===== config.mk =====
export PLATFORM = sky130hd
export DESIGN_NAME = oneshot_multi
export DESIGN_NICKNAME = d
export VERILOG_FILES = /design/src/rtl/oneshot_multi.sv
export SDC_FILE = /design/constraint.sdc
export NUM_CORES = 1
export LEC_CHECK = 0
export BUFFER_PORTS_ARGS = -buffer_cell sky130_fd_sc_hd__buf_4
export CAP_MARGIN = 20
export CORE_AREA = 2 2 103 105
export CTS_BUF_LIST = sky130_fd_sc_hd__clkbuf_4 sky130_fd_sc_hd__clkbuf_8
export DETAILED_ROUTE_END_ITERATION = 8
export DIE_AREA = 0 0 105 107
export PLACE_DENSITY = 0.52
export SLEW_MARGIN = 25
export SYNTH_ARGS = -nofsm -noshare
export SYNTH_HDL_FRONTEND = slang
export SYNTH_SLANG_ARGS = --single-unit

===== constraint.sdc =====
create_clock -name clk -period 2.5 [get_ports clk]
set_clock_uncertainty 0.05 [all_clocks]
set_input_delay 0.125 -clock clk [delete_from_list [all_inputs] [get_ports clk]]
set_output_delay 0.125 -clock clk [all_outputs]
set_load 0.1 [all_outputs]

===== src/rtl/oneshot_multi.sv =====
// rtl/oneshot_multi.sv - multi-channel one-shot pulse generator with shared clock enable
// Per-channel edge-triggered pulses with optional retrigger, holdoff, cancel and done strobe.
module oneshot_multi #(
  parameter int CHANNELS  = 4,
  parameter int WIDTH     = 9,
  parameter int CLOCKS    = 16,
  parameter int RETRIGGER = 0,
  parameter int EDGE      = 0,
  parameter int HOLDOFF   = 0
) (
  input  logic                      clk,
  input  logic                      reset,
  input  logic                      ce,
  input  logic [CHANNELS-1:0]       trigger,
  input  logic [CHANNELS*WIDTH-1:0] len,
  input  logic [CHANNELS-1:0]       cancel,
  output logic [CHANNELS-1:0]       q,
  output logic [CHANNELS-1:0]       done,
  output logic [CHANNELS-1:0]       busy
);

  typedef enum logic [1:0] {IDLE, PULSE, HOLD} state_t;

  localparam logic [WIDTH-1:0] CLOCKS_W  = WIDTH'(CLOCKS);
  localparam logic [WIDTH-1:0] HOLD_LAST = WIDTH'((HOLDOFF == 0) ? 0 : HOLDOFF - 1);

  state_t              state    [CHANNELS];
  logic [WIDTH-1:0]    cnt      [CHANNELS];
  logic [WIDTH-1:0]    load_val [CHANNELS];
  logic [CHANNELS-1:0] sample;
  logic [CHANNELS-1:0] trig_edge;
  logic                armed;

  // armed stays low for the first ce tick after reset so a held-high trigger never fires
  always_comb begin
    trig_edge = '0;
    if (armed) begin
      if (EDGE == 0)      trig_edge = trigger & ~sample;
      else if (EDGE == 1) trig_edge = sample & ~trigger;
      else                trig_edge = sample ^ trigger;
    end
  end

  always_comb begin
    for (int i = 0; i < CHANNELS; i++) begin
      load_val[i] = ((len[i*WIDTH +: WIDTH] == '0) ? CLOCKS_W : len[i*WIDTH +: WIDTH])
                    - WIDTH'(1);
    end
  end

  always_ff @(posedge clk) begin
    if (reset) begin
      sample <= '0;
      armed  <= 1'b0;
      q      <= '0;
      done   <= '0;
      busy   <= '0;
      for (int i = 0; i < CHANNELS; i++) begin
        state[i] <= IDLE;
        cnt[i]   <= '0;
      end
    end else begin
      done <= '0;
      if (ce) begin
        sample <= trigger;
        armed  <= 1'b1;
      end
      for (int i = 0; i < CHANNELS; i++) begin
        if (cancel[i]) begin
          state[i] <= IDLE;
          cnt[i]   <= '0;
          q[i]     <= 1'b0;
          busy[i]  <= 1'b0;
        end else if (ce) begin
          case (state[i])
            IDLE: begin
              if (trig_edge[i]) begin
                q[i]     <= 1'b1;
                busy[i]  <= 1'b1;
                cnt[i]   <= load_val[i];
                state[i] <= PULSE;
              end
            end
            PULSE: begin
              if (trig_edge[i] && RETRIGGER == 1) begin
                cnt[i] <= load_val[i];
              end else if (cnt[i] == '0) begin
                q[i]    <= 1'b0;
                done[i] <= 1'b1;
                if (HOLDOFF == 0) begin
                  state[i] <= IDLE;
                  busy[i]  <= 1'b0;
                end else begin
                  state[i] <= HOLD;
                  cnt[i]   <= HOLD_LAST;
                end
              end else begin
                cnt[i] <= cnt[i] - WIDTH'(1);
              end
            end
            HOLD: begin
              if (cnt[i] == '0) begin
                state[i] <= IDLE;
                busy[i]  <= 1'b0;
              end else begin
                cnt[i] <= cnt[i] - WIDTH'(1);
              end
            end
            default: begin
              state[i] <= IDLE;
              q[i]     <= 1'b0;
              busy[i]  <= 1'b0;
            end
          endcase
        end
      end
    end
  end

endmodule

==> reports/metrics.csv, run 1 <==
stage;metric;value;unit
clock_tree;clockRootBuffer;clkbuf_8;
placement;dp_hpwl;5.89;mm
clock_tree;worstSkewPairLatency;310;ps
power_and_ir_drop;intPower;0.00140;W
cells_and_area;syn2layout_area_growth;20.3;%
power_and_ir_drop;netSwitchingPower;0.000575;W
timing;relSlewSlack;0.579;
logic_synthesis;seq_area_frac_synth;0.418;
logic_synthesis;synth_ff_type;edfxtp_1;
timing;hold_viol_final;0;
clock_tree;clkTransAtPathRegs;110;ps
timing;finalCritPeriodShare;0.900;
drt;route.final.wire_length;7.55;mm
placement;gp_congestion;0.779;
floorplan;pin_count;59;
job;drv_cap;0;
global_route;grt_first_pass_wirelength;12.4;mm
drt;drc_errors;0;
clock_tree;htree_levels;2;
drt;drt_iter0_markers;100;
power_and_ir_drop;switching_share;0.291;
floorplan;dieArea;11200;sq um
critical_path;worstPathRequired;2440;ps
timing;tns;0;ps
floorplan;die_h;107;um
floorplan;start_util;0.346;
timing;fmax;445;MHz
cells_and_area;drive_above_1_share;0.201;
placement;port_buffers;58;
drt;avgViaCountPerCell;5.12;
logic_synthesis;synth-edff-count;40;
critical_path;critPathMaxFanout;9;
cells_and_area;layout_commonest_cell;buf_4;
logic_synthesis;syn-instance-count;364;
floorplan;placementRows;37;
timing;rsz0062_at_grt;no;
global_route;grt_usage;0.135;
timing;slew_violations;0;
timing;max_slew.worst_pin.slew;625;ps
critical_path;path_cells;or4_4, or4_4, nand2b_2, nand2_1;
cells_and_area;num_antenna_cells;0;
cells_and_area;fill_cells;1038;
logic_synthesis;synth_warnings;0;
critical_path;cpMostUsedCell;or4_4;
global_route;grt_pass1_vias;2708;
critical_path;slowest_stage;or4_4;
logic_synthesis;async_reset_ff_frac;0;
critical_path;cp_slowest_stage_delay;590;ps
power_and_ir_drop;leakage;1.64;nW
critical_path;arrival;2190;ps
critical_path;worst_setup_path_start_kind;register;
power_and_ir_drop;power_density;471;nW/um^2
power_and_ir_drop;pwr-share-seq;0.523;
run_status;status;finished clean;
drt;ant_nets;0;
power_and_ir_drop;pwr-share-comb;0.212;
timing;period_minus_slack;2250;ps
global_route;grt_max_degree;20;
clock_tree;clock_sinks;53;
logic_synthesis;ys_seq_elements;53;
power_and_ir_drop;pwr-share-clk;0.265;
critical_path;worstSetupPathType;reg2reg;
drt;wire_per_inst;13.4;um
cells_and_area;nets;486;
clock_tree;cts_resized;0;
logic_synthesis;synth_top_area_frac;0.344;
cells_and_area;final_cell_mix;buf_4 (66), nor2_1 (47), edfxtp_1 (40);
floorplan;floorplan.die.width;105;um
drt;dr.pass1.iters;4;
global_route;overflow;0;
min_path;hp-class;in2reg;
logic_synthesis;syn-cell-area;3490;sq um
clock_tree;cts_made_buffers;5;
clock_tree;post_cts_buffers;0;
logic_synthesis;yosys-top-cells-area;edfxtp_1 (34%), dfxtp_1 (7.4%), xnor2_1 (7.3%), o22ai_1 (6.3%), nor2_1 (5.1%);
global_route;antenna_found_initial;0;
timing;finalSetupViolCount;0;
clock_tree;cts_buffer_depth;2;
floorplan;core-area;10100;sq um
timing;hold_slack;10.1;ps
logic_synthesis;synthDistinctLibCells;44;
logic_synthesis;syn_nets;423;
drt;vias;2890;
logic_synthesis;synth_area_per_cell;9.60;sq um
critical_path;end_kind;register;
clock_tree;cts_tree;yes;
logic_synthesis;yosysTopAreaCell;edfxtp_1;
power_and_ir_drop;worst_ir_drop_vdd;272;uV
-- kinds of logic after synthesis --
group,share of synthesized area
XOR/XNOR,0.0928
multiplexers,0.0487
buffers and inverters,0.0451
AND/OR/NAND/NOR,0.224
AO/OA/AOI/OAI,0.128
adder cells (fa/ha/maj),0.0430
flip-flops,0.418
-- routing by layer --
layer	track usage	share of wire	up-vias
li1	-	-	1488
met4	0.0343	0.0077	0
met2	0.229	0.46	60
met5	0	0	-
met3	0.0195	0.038	4
met1	0.181	0.49	1338
-- registers in the layout, summed over array words and instances, names as in the netlist --
| register | cells |
|---|---|
| state | 4 |
| cnt | 36 |
| busy | 2 |
| armed | 1 |
| sample | 4 |
| done | 4 |
| q | 2 |
-- worst paths after layout --
check / slack (ps) / from / endpoint / cells after the start
setup / recovery: 250 / cnt[0][3] / cnt[0][2] / 4
hold / removal: 10 / reset / armed / 2
setup reg to reg: 250 / cnt[0][3] / cnt[0][2] / 4
hold reg to reg: 450 / sample[3] / sample[3] / 2
-- cell usage after synthesis, types with 2 or more instances --
cell and n:
or4_1 8, or2_2 2, nand4b_1 2, o21ai_0 6, a211oi_1 2, ha_1 12, o22ai_1 35, xnor2_1 29
nor2b_1 5, a21oi_1 5, clkbuf_1 5, nand2_1 14, o211a_1 2, dfxtp_1 13, buf_4 4, edfxtp_1 40
nor3_1 11, o211ai_1 2, mux2i_1 17, nor2_1 47, or3_1 4, xor2_1 8, nor3b_1 4, a2111oi_0 3
nor4_1 15, a31oi_1 3, nor4b_1 4, inv_1 25, nand3_1 9, or3b_2 4, o31a_1 4, nand2b_1 7
or4_4 2
-- through the flow --
step	setup slack (ps)	cell area [sq um]	instances	util	power, W
floorplan	292	3490	364	-	0.00131
global placement	298	4100	555	0.406	0.00147
detailed placement	253	4100	555	0.406	0.00147
CTS	236	4200	564	0.416	0.00200
global route	141	4200	564	0.416	0.00209
finish	251	4200	564	0.416	0.00198
-- worst max-delay path: cells and delay by family, from the launching register on --
family | cells | cell delay, ps
flip-flops | 1 | 450
AND/OR/NAND/NOR | 4 | 1430
-- cell type report --
| type | instances | area (sq um) | share of cell area |
|---|---|---|---|
| Inverter | 25 | 93.8 | 0.0223 |
| Timing Repair Buffer | 67 | 505 | 0.120 |
| Clock buffer | 5 | 68.8 | 0.0164 |
| Multi-Input combinational cell | 275 | 1870 | 0.446 |
| Tap cell | 136 | 170 | 0.0405 |
| Clock inverter | 3 | 28.8 | 0.00685 |
| Sequential cell | 53 | 1460 | 0.348 |
-- power groups by stage --
stage	Clock, W	Combinational [W]	Sequential (W)
finish	0.000525	0.000419	0.00103
global route	0.000580	0.000466	0.00104
floorplan	0	0.000259	0.00105
detailed placement	0	0.000417	0.00105
global placement	0	0.000415	0.00105
CTS	0.000547	0.000423	0.00103
-- what timing repair did --
item | 4_1_cts | 5_1_grt
hold buffers | 1 | 0
hold endpoints to repair | 1 | 0
endpoints found under the setup margin | 0 | 0
No activity file was read; power rests on OpenSTA's default activity.
==> run 2: changes to the inputs <==
--- a/config.mk
+++ b/config.mk
@@ -11,7 +11,9 @@
 export CTS_BUF_LIST = sky130_fd_sc_hd__clkbuf_4 sky130_fd_sc_hd__clkbuf_8
 export DETAILED_ROUTE_END_ITERATION = 8
 export DIE_AREA = 0 0 105 107
+export GPL_TIMING_DRIVEN = 0
 export PLACE_DENSITY = 0.52
+export SETUP_SLACK_MARGIN = 0.5
 export SLEW_MARGIN = 25
 export SYNTH_ARGS = -nofsm -noshare
 export SYNTH_HDL_FRONTEND = slang
==> run 2 against run 1 <==
Net effect: combinational power up 10%; sequential power about the same; flip-flop and latch count unchanged; core utilization up 3.3 points; highest routed layer unchanged.
==> reports/metrics.csv, run 2 (synthesis results as in run 1) <==
stage;metric;value;unit
global_route;met2_usage;0.234;
cells_and_area;num_antenna_cells;0;
critical_path;end_kind;register;
cells_and_area;final_cell_mix;buf_4 (79), nor2_1 (47), edfxtp_1 (40);
placement;gp_congestion;0.795;
clock_tree;htree_levels;2;
power_and_ir_drop;power;0.00219;W
timing;finalCritPeriodShare;0.828;
cells_and_area;largest_reg_flops;36;
cells_and_area;regMostFlops;cnt;
cells_and_area;finish.utilization;0.449;
floorplan;core-area;10100;sq um
floorplan;pin_count;59;
cells_and_area;syn2layout_area_growth;29.8;%
floorplan;dieArea;11200;sq um
floorplan;start_util;0.346;
min_path;hp-class;in2reg;
placement;port_buffers;58;
timing;relSlewSlack;0.490;
clock_tree;cts_buffer_depth;2;
floorplan;placementRows;37;
global_route;busiest_layer;met2;
run_status;status;finished clean;
clock_tree;worstSkewPairLatency;310;ps
global_route;overflow;0;
global_route;grt_first_pass_wirelength;13.3;mm
global_route;grt_pass1_vias;2833;
drt;drc_errors;0;
drt;drt_iter0_markers;101;
clock_tree;cts_tree;yes;
cells_and_area;layout_commonest_cell;buf_4;
drt;vias;2960;
power_and_ir_drop;power_density;483;nW/um^2
floorplan;die_h;107;um
critical_path;arrival;2070;ps
drt;dr.pass1.iters;4;
critical_path;worst_setup_path_start_kind;register;
clock_tree;cts_made_buffers;5;
global_route;antenna_found_initial;0;
power_and_ir_drop;leakage;1.81;nW
timing;max_slew.worst_pin.slew;759;ps
clock_tree;clock_sinks;53;
critical_path;worstPathRequired;2500;ps
drt;ant_nets;0;
drt;avgViaCountPerCell;5.07;
global_route;grt_use_met1;0.206;
clock_tree;clkTransAtPathRegs;100;ps
global_route;grt_usage;0.146;
power_and_ir_drop;worst_ir_drop_vdd;250;uV
global_route;grt_max_degree;17;
critical_path;r2r_slack;430;ps
floorplan;floorplan.die.width;105;um
cells_and_area;nets;506;
critical_path;critPathMaxFanout;5;
timing;finalSetupViolCount;0;
drt;wire_per_inst;13.5;um
timing;slew_violations;0;
timing;hold_viol_final;0;
placement;dp_hpwl;5.89;mm
clock_tree;clockRootBuffer;clkbuf_8;
job;drv_cap;0;
cells_and_area;drive_above_1_share;0.268;
critical_path;worstSetupPathType;reg2reg;
timing;rsz0062_at_grt;yes;
timing;tns;0;ps
timing;period_minus_slack;2070;ps
global_route;grtUsageMet3;0.0249;
timing;fmax;483;MHz
drt;route.final.wire_length;7.89;mm
[run 2: changes by cell type in the layout (fill, tap and decap cells not counted), sizes merged]
cell,previous run,this run
inv,27,25
buf,66,83
clkbuf,5,9
dlygate4sd3,1,0
bufinv,0,2
[run 2: final timing paths]
| kind | start | end | cells after the start |
|---|---|---|---|
| worst max-delay path | cnt[0][5] | cnt[0][5] | 5 |
| worst min-delay path | trigger[2] | sample[2] | 3 |
| worst max register to register | cnt[0][5] | cnt[0][5] | 5 |
| worst min register to register | sample[3] | sample[3] | 2 |
[run 2: routing by layer]
layer  vias to the layer above  wire length (um)  share of wire
li1                       1526                 -              -
met1                      1370              3850           0.49
met2                        59              3670           0.47
met3                         5               293          0.037
met4                         0                73         0.0092
met5                         -                 0              0
[run 2: stage by stage]
step	std cells	hold WS [ps]	area [sq um]	worst slack, ps
after floorplan	364	222	3510	503
after global placement	558	322	4110	13.9
after detailed placement	558	337	4110	-4.71
after CTS	573	12.3	4400	427
after global routing	584	40.2	4540	380
final	584	11.1	4540	429
[run 2: repair_timing]
action / CTS / global route
cloned: 1 / 0
endpoints found under the hold margin: 0 / 0
gates resized for setup: 18 / 15
setup endpoints to repair: 62 / 54
setup buffers: 6 / 11
pin swaps: 1 / 0
hold buffers: 0 / 0
[run 2: area by class of cell]
cell class | count | area [sq um]
Clock inverter | 3 | 65.1
Buffer | 11 | 77.6
Inverter | 25 | 93.8
Timing Repair Buffer | 76 | 594
Sequential cell | 53 | 1460
Tap cell | 136 | 170
Fill cell | 1021 | 5560
Clock buffer | 5 | 68.8
Multi-Input combinational cell | 275 | 2000
[run 2: critical path: stages (launching register included)]
cell	delay (ps)
edfxtp_1	400
or4_4	550
or4_4	450
nand2b_4	120
buf_8	140
o22ai_1	90
[run 2: power by group]
part           switching [W]  internal [W]  leakage, nW
Clock               0.000295      0.000398       0.0681
Combinational       0.000233      0.000230         1.19
Sequential         0.0000444      0.000992        0.554
Total               0.000572       0.00162         1.81
